## src/rtl/mtncl_sync_tx.sv

```systemverilog
// mtncl_sync_tx: synchronous-to-MTNCL transmitter.
// Buffers single-rail words in a small FIFO and drives each one onto a
// dual-rail bus as a DATA wavefront, then returns the bus to NULL. Each
// phase change is paced by the downstream completion signal ko.
// Ports:
//   clk, rst         - clock, synchronous active-high reset
//   in_data/valid    - word input; in_ready = FIFO not full
//   ko               - downstream completion (async): 1 = want DATA, 0 = want NULL
//   rail1/rail0      - dual-rail true/false rails
//   sleep            - MTNCL sleep to first stage (1 forces NULL)
//   busy             - FSM not IDLE or FIFO not empty
//   err              - sticky handshake timeout
//   sent_cnt         - completed DATA+NULL cycles, wraps at 2^16
module mtncl_sync_tx #(
  parameter int unsigned WIDTH   = 8,
  parameter int unsigned DEPTH   = 4,
  parameter int unsigned TIMEOUT = 255
) (
  input  logic             clk,
  input  logic             rst,
  input  logic [WIDTH-1:0] in_data,
  input  logic             in_valid,
  output logic             in_ready,
  input  logic             ko,
  output logic [WIDTH-1:0] rail1,
  output logic [WIDTH-1:0] rail0,
  output logic             sleep,
  output logic             busy,
  output logic             err,
  output logic [15:0]      sent_cnt
);
  localparam int unsigned PTR_W = (DEPTH > 1) ? $clog2(DEPTH) : 1;
  localparam int unsigned CNT_W = PTR_W + 1;
  localparam int unsigned TMO_W = 8;
  localparam logic [CNT_W-1:0] FULL_CNT = CNT_W'(DEPTH);
  localparam logic [TMO_W-1:0] TMO_MAX  = TMO_W'(TIMEOUT);

  typedef enum logic [1:0] {
    S_NULL_WAIT = 2'd0,
    S_IDLE      = 2'd1,
    S_DATA_WAIT = 2'd2
  } state_e;

  state_e             state_q, state_d;
  logic               ko_meta_q, ko_s_q;
  logic [WIDTH-1:0]   mem_q [DEPTH];
  logic [PTR_W-1:0]   wr_ptr_q, wr_ptr_d, rd_ptr_q, rd_ptr_d;
  logic [CNT_W-1:0]   count_q, count_d;
  logic [WIDTH-1:0]   rail1_q, rail1_d, rail0_q, rail0_d;
  logic               sleep_q, sleep_d;
  logic [TMO_W-1:0]   tmo_q, tmo_d, tmo_inc;
  logic               err_q, err_d;
  logic [15:0]        sent_q, sent_d;
  logic               in_ready_q, in_ready_d;
  logic               busy_q, busy_d;
  logic               push, pop;

  // Next-state, bus, FIFO and timeout logic.
  always_comb begin
    push     = in_valid && in_ready_q;
    pop      = 1'b0;
    state_d  = state_q;
    rail1_d  = rail1_q;
    rail0_d  = rail0_q;
    sleep_d  = sleep_q;
    sent_d   = sent_q;
    tmo_inc  = (tmo_q == TMO_MAX) ? tmo_q : tmo_q + TMO_W'(1);
    tmo_d    = tmo_q;

    case (state_q)
      S_NULL_WAIT: begin
        tmo_d = tmo_inc;
        if (ko_s_q) begin
          state_d = S_IDLE;
          tmo_d   = '0;
        end
      end
      S_IDLE: begin
        tmo_d = '0;
        if ((count_q != '0) && ko_s_q) begin
          rail1_d = mem_q[rd_ptr_q];
          rail0_d = ~mem_q[rd_ptr_q];
          sleep_d = 1'b0;
          pop     = 1'b1;
          state_d = S_DATA_WAIT;
        end
      end
      S_DATA_WAIT: begin
        tmo_d = tmo_inc;
        if (!ko_s_q) begin
          rail1_d = '0;
          rail0_d = '0;
          sleep_d = 1'b1;
          sent_d  = sent_q + 16'd1;
          state_d = S_NULL_WAIT;
          tmo_d   = '0;
        end
      end
      default: begin
        rail1_d = '0;
        rail0_d = '0;
        sleep_d = 1'b1;
        state_d = S_NULL_WAIT;
        tmo_d   = '0;
      end
    endcase

    // Only a wait state can accumulate toward the timeout.
    err_d = err_q || ((state_d != S_IDLE) && (tmo_d == TMO_MAX));

    wr_ptr_d = push ? wr_ptr_q + PTR_W'(1) : wr_ptr_q;
    rd_ptr_d = pop  ? rd_ptr_q + PTR_W'(1) : rd_ptr_q;
    case ({push, pop})
      2'b10:   count_d = count_q + CNT_W'(1);
      2'b01:   count_d = count_q - CNT_W'(1);
      default: count_d = count_q;
    endcase

    // Status flags are registered from next-state so they track without lag.
    in_ready_d = (count_d != FULL_CNT);
    busy_d     = (state_d != S_IDLE) || (count_d != '0);
  end

  // State, synchronizer and output registers.
  always_ff @(posedge clk) begin
    if (rst) begin
      state_q    <= S_NULL_WAIT;
      ko_meta_q  <= 1'b0;
      ko_s_q     <= 1'b0;
      wr_ptr_q   <= '0;
      rd_ptr_q   <= '0;
      count_q    <= '0;
      rail1_q    <= '0;
      rail0_q    <= '0;
      sleep_q    <= 1'b1;
      tmo_q      <= '0;
      err_q      <= 1'b0;
      sent_q     <= '0;
      in_ready_q <= 1'b1;
      busy_q     <= 1'b1;
    end else begin
      state_q    <= state_d;
      ko_meta_q  <= ko;
      ko_s_q     <= ko_meta_q;
      wr_ptr_q   <= wr_ptr_d;
      rd_ptr_q   <= rd_ptr_d;
      count_q    <= count_d;
      rail1_q    <= rail1_d;
      rail0_q    <= rail0_d;
      sleep_q    <= sleep_d;
      tmo_q      <= tmo_d;
      err_q      <= err_d;
      sent_q     <= sent_d;
      in_ready_q <= in_ready_d;
      busy_q     <= busy_d;
    end
  end

  // FIFO storage; contents are don't-care once pointers reset.
  always_ff @(posedge clk) begin
    if (push) mem_q[wr_ptr_q] <= in_data;
  end

  assign in_ready = in_ready_q;
  assign rail1    = rail1_q;
  assign rail0    = rail0_q;
  assign sleep    = sleep_q;
  assign busy     = busy_q;
  assign err      = err_q;
  assign sent_cnt = sent_q;

endmodule

```

## config.mk

```make
export PLATFORM = sky130hd
export DESIGN_NAME = mtncl_sync_tx
export DESIGN_NICKNAME = d
export VERILOG_FILES = /design/src/rtl/mtncl_sync_tx.sv
export SDC_FILE = /design/constraint.sdc
export NUM_CORES = 1
export LEC_CHECK = 0
export BUFFER_PORTS_ARGS = -buffer_cell sky130_fd_sc_hd__buf_2
export CORE_ASPECT_RATIO = 1.75
export CORE_MARGIN = 1
export CORE_UTILIZATION = 44
export CTS_CLUSTER_DIAMETER = 80
export DETAILED_ROUTE_END_ITERATION = 7
export SKIP_CTS_REPAIR_TIMING = 1
export SYNTH_ARGS = -nofsm -noshare
export SYNTH_HDL_FRONTEND = slang
export SYNTH_SLANG_ARGS = --single-unit
export TNS_END_PERCENT = 5
```

## constraint.sdc

```tcl
create_clock -name clk -period 2.9 [get_ports clk]
set_input_delay 0.58 -clock clk [delete_from_list [all_inputs] [get_ports clk]]
set_output_delay 0.58 -clock clk [all_outputs]
set_load 0.01 [all_outputs]
```

=== After elaboration in Yosys (flattened, before gate mapping) ===
Memory sizes are Yosys's and may differ from the RTL's. A register that Yosys moved wholly into a read port is not among the register bits.
Index checks and enable logic that the tools add are counted.

* Add/subtract/negate cells: 6
* Equal/unequal tests: 10
* Mux-type cells: 23
* Bitwise gates (word level): 3
* Reductions and logical operators: 10

{| class="wikitable"
|+ Operator list
! operator !! number
|-
| 2-to-1 mux 8 bit || 6
|-
| case mux 8 bit (3 select lines) || 2
|-
| adder 16 x 1 -> 16 bit (second input constant) || 1
|-
| equality test 8 bit (second input constant) || 2
|-
| case mux 8 bit (2 select lines) || 1
|-
| 2-to-1 mux 2 bit || 5
|-
| adder 8 x 1 -> 8 bit (second input constant) || 1
|-
| inverter 8 bit || 1
|-
| 2-to-1 mux 1 bit || 6
|-
| case mux 2 bit (3 select lines) || 1
|-
| case mux 3 bit (2 select lines) || 1
|-
| nonzero test 3 bit || 2
|-
| adder 2 x 1 -> 2 bit (second input constant) || 2
|-
| equality test 2 x 1 -> 1 bit (second input constant) || 2
|-
| equality test 2 bit (second input constant) || 2
|-
| inequality test 2 bit (second input constant) || 2
|-
| adder 3 x 1 -> 3 bit (second input constant) || 1
|-
| logical AND 1 bit || 3
|-
| inequality test 3 bit (second input constant) || 1
|-
| case mux 1 bit (3 select lines) || 1
|-
| AND reduction 3 bit || 1
|-
| subtractor 3 x 1 -> 3 bit (second input constant) || 1
|-
| zero test 2 bit || 1
|-
| logical OR 1 bit || 2
|-
| 3 further kinds || 4
|}

* Register bits: 55
* RAM bits: 32
* Input port bits: 12
* Output and inout port bits: 36
* Logic and storage cells: 67
* Memories kept: 1

{| class="wikitable"
|+ Memories
! memory !! depth !! bits a word !! read ports !! clocked after Yosys merged registers in !! write ports !! line !! source
|-
| mem_q || 4 || 8 || 1 || 1 || 1 || 46 || <nowiki>logic [WIDTH-1:0] mem_q [DEPTH];</nowiki>
|}

=== Logic depth before layout (Yosys ltp) ===
* Depth after elaboration: 8
* Depth in mapped cells: 12
* Mapped depth without buffers: 9

=== Worst setup path before layout ===
Ideal clock, no wire load.

* Path type: register -> register
* From: register state_q[0]
* To: register busy_q, in the netlist busy
* Setup time: 132 ps
* Data arrival time: 2137 ps
* Data required time: 2768 ps
* Path slack: 631 ps
* Stages on the path, launching flop included: 12
* Path buffers: 2
* Clock period less this slack: 2269 ps
* Path through: dfxtp_1 nor2b_1 buf_4 and2_1 clkbuf_1 ha_1 inv_1 fa_1 nor2b_1 mux2i_1 nor2_1 nand3_1

* Word-level cells in the longest chain between the ends: 6
* Elaborated cells between the ends (all ways): 14
* Those cells by class: 5 x eq/ne; 6 x mux; 3 x reduce/logical

{| class="wikitable"
|+ Ends and longest elaborated chain
! element !! line !! source
|-
| start, declared || 44 || <nowiki>state_e state_q, state_d;</nowiki>
|-
| start signal, assigned || 142 || <nowiki>state_q <= state_d;</nowiki>
|-
| equality test 2 x 1 -> 1 bit (*) || 70 || <nowiki>case (state_q)</nowiki>
|-
| 2-to-1 mux 1 bit (*) || 70 ||
|-
| named net pop || 56 || <nowiki>logic push, pop;</nowiki>
|-
| equality test 2 x 1 -> 1 bit or equality test 2 bit (tied branches) || 113 || <nowiki>case ({push, pop})</nowiki>
|-
| case mux 3 bit (2 select lines) (*) || 113 ||
|-
| nonzero test 3 bit (*) || 121 || <nowiki>busy_d = (state_d != S_IDLE) || (count_d != '0);</nowiki>
|-
| logical OR 1 bit (*) || 121 ||
|-
| end signal, assigned || 155 || <nowiki>busy_q <= busy_d;</nowiki>
|-
| end, declared || 55 || <nowiki>logic busy_q, busy_d;</nowiki>
|}

Mark *: on every way through the listed nets, which the timed path passes. The rest lies on a longest branch.
A chain may end at the register's enable or synchronous reset.

=== Worst setup path after layout ===
* From: register ko_s_q
* To: register busy_q, in the netlist busy

* Word-level cells in the longest chain between the ends: 7
* Elaborated cells between the ends (all ways): 13
* Those cells by class: 3 x eq/ne; 7 x mux; 3 x reduce/logical

{| class="wikitable"
|+ Ends and longest elaborated chain
! element !! line !! source
|-
| start, declared || 45 || <nowiki>logic ko_meta_q, ko_s_q;</nowiki>
|-
| start signal, assigned || 144 || <nowiki>ko_s_q <= ko_meta_q;</nowiki>
|-
| logical AND 1 bit || 80 || <nowiki>if ((count_q != '0) && ko_s_q) begin</nowiki>
|-
| 2-to-1 mux 1 bit || 80 ||
|-
| 2-to-1 mux 1 bit || 70 ||
|-
| equality test 2 x 1 -> 1 bit or equality test 2 bit (tied branches) || 113 ||
|-
| case mux 3 bit (2 select lines) || 113 ||
|-
| nonzero test 3 bit || 121 ||
|-
| logical OR 1 bit (*) || 121 ||
|}

Every way passes the cells marked *; elsewhere a longest branch is shown, timed or not.

==> metrics.txt <==
syn_nets ~350; clock latency on the worst-skew pair 0.34 ns; DR DRC count 8; PortBufs 47; vias in the first global route 2,440; Multi-input gate area 1426 sq um; number of synthesized flops with an enable pin 32; DRT Wirelength 7077 um; Die Span X 70.75 um; VDD IR max between 500 and 600 uV; antenna violations before repair 0; Max Fanout on Critical Path 7; Primary FF master, synth dfxtp_1; Post-Syn Area per Cell 11.00 sq um; Crit. End Element flop; clk buf depth 2; RSZ-0062 raised after global routing false; status finished with violations; Synth top area share approximately a third; post-route ant nets 0; drt wl/cell about 15 um; Post-Synthesis Cells 331; Arrival @ worst endpoint 2.68 ns; Cell variety after synth 42; Chip Height between 100 and 150 um; Reg clk slew, reported paths 0.06 ns; Final WS setup 0.4300 ns; period utilization 85.17%; core area 7963 sq um; storage element area around 2100 sq um; top cells by count, synth dfxtp_1 (57), nor2_1 (47), edfxtp_1 (32); top post-synthesis cells by area dfxtp_1 (31%), edfxtp_1 (26%), mux4_2 (5.0%), nor2_1 (4.8%), a21oi_1 (3.0%); root buffer cell clkbuf_16; DP HPWL 4893 um; number of H-tree levels 3; Initial Util 45.71%; gpl congestion ~0.84; Setup-failing EPs final 0; Final nets ~400; final setup TNS 0 ns; most common cell in the synthesized netlist dfxtp_1; Hold Crit Start ko; slowest cell on the critical path dfxtp_1; I/O Pins 48; max-cap check violation count 0; die footprint 8654 sq um; max frequency between 400 and 500 MHz; area delta synth->final 15.85%; mapped cell area between 3000 and 4000 sq um; Worst EP required 3.11 ns; fin crit period 2.470 ns; CTS Buf Count 9; Seq/Total Area, Yosys between 50 and 60%; Worst Setup SP ko_s_q; Worst Skew 0.007572 ns; failing checks DRC; Setup crit start kind flop; design area 4217 sq um; crit-path cells o31a_1 > and2_1 > ha_1 > inv_1 > fa_1 > nor2b_1 > mux2i_1 > nor2_1 > nand3_1; leakage power total approximately 0.0016 uW; Setup CP Type flop to flop; DR pass1 iterations 8; M3 GR Usage 5.337%; slowest stage delay, CP between 0.5 and 0.6 ns; CTS Sinks 89; largest net degree at the start of global routing 49; GR Util met2 32.27%; ratio of cells with drive above 1 in the final layout 21.78%; gr ovfl total 0; relative slew slack 45.09%; Hold WC Path Type primary input to flop; ys async rst share 0%; Initial DRC Count 161; CTS tree yes; first-pass GRT wire length about 11,000 um; n_diodes 0; Via density approximately 5.4; count of final max-slew check failures 0; met1 Track Usage GR 18.25%; via count 2,548; Yosys Warn Count 0; FILL cells 722; final design utilization 52.95%; largest area contributor in the netlist dfxtp_1; Top Usage Layer GRT met2; RR Startpoint ko_s_q; final hold vios 0; worst slew pin tran 0.8188 ns; pwr/cell area 606.9 nW/um^2; Seq cells post-synth 89; dpl ws about 0.43 ns; placed inst area around 3900 sq um; num rows 43; gr usage total 17.79%
-- layer usage --
layer | up-vias | routed length (um) | share of wire, %
li1 | 1260 | - | -
met1 | 1214 | 2903 | 41
met2 | 59 | 3728 | 53
met3 | 15 | 251 | 3.5
met4 | 0 | 194 | 2.7
met5 | - | 0 | 0
-- power by group --
| group | internal [uW] | leakage (uW) | total [uW] | switching (uW) |
|---|---|---|---|---|
| clock | 589 | 0.000138 | 1080 | 493 |
| combinational | 47.6 | 0.000697 | 126 | 78.5 |
| sequential | 1330 | 0.000755 | 1350 | 21.5 |
| total | 1970 | 0.00159 | 2560 | 593 |
-- cell usage in the layout, fill, tap and decap left out, types with 7 or more instances in the layout --
| cell type | n |
|---|---|
| dfxtp_1 | 57 |
| nor2_1 | 47 |
| buf_2 | 47 |
| edfxtp_1 | 32 |
| nand2_1 | 23 |
| a21oi_1 | 22 |
| nand3_1 | 16 |
| nor3_1 | 13 |
| xnor2_1 | 11 |
| xor2_1 | 10 |
| and3_1 | 9 |
| clkbuf_16 | 9 |
| inv_1 | 8 |
| mux4_2 | 8 |
| nand4_1 | 7 |
| ha_1 | 7 |
-- cell type report --
type	instances	share of cell area (%)
Clock buffer	9	5.341
Inverter	8	0.7122
Tap cell	90	2.671
Multi-Input combinational cell	217	33.83
Sequential cell	89	49.85
Timing Repair Buffer	51	6.291
Clock inverter	7	1.306
-- kinds of logic after synthesis --
kind of cell / synth area share [%]
DFF: 57.75
and+or+nand+nor: 18.80
xor gates and xnor gates: 5.053
buffers and inverters: 3.059
AOI/OAI and AO/OA: 6.601
muxes: 5.775
adders and majority gates: 2.956
-- stage by stage --
stage,hold slack [ns],total power (uW),std cells
floorplan,0.4138,1462,331
global placement,0.4407,1503,455
detailed placement,0.4505,1506,455
CTS,0.4382,2584,471
global route,0.4329,2664,471
finish,0.4500,2559,471
-- sequential cells by signal, indices dropped and copies added (netlist names), 2 cells and up, named ones only --
register,cells
tmo_q,8
rd_ptr_q,2
sent_cnt,16
wr_ptr_q,2
state_q,2
rail0,8
count_q,3
mem_q,32
rail1,8
-- worst paths after layout --
kind	to	slack, ns	cells past startpoint
hold reg to reg	err	0.46	2
setup reg to reg	busy	0.43	9
hold / removal	ko_meta_q	0.45	2
setup / recovery	busy	0.43	9
-- worst max-delay path: cells and delay by family (launching register included) --
family | cells | cell delay [ns]
flops | 1 | 0.54
compound gates | 1 | 0.29
fa+ha+maj | 2 | 0.70
mux | 1 | 0.09
buf+inv | 1 | 0.06
simple gates | 4 | 0.66
Power figures use the tool's default switching activity.
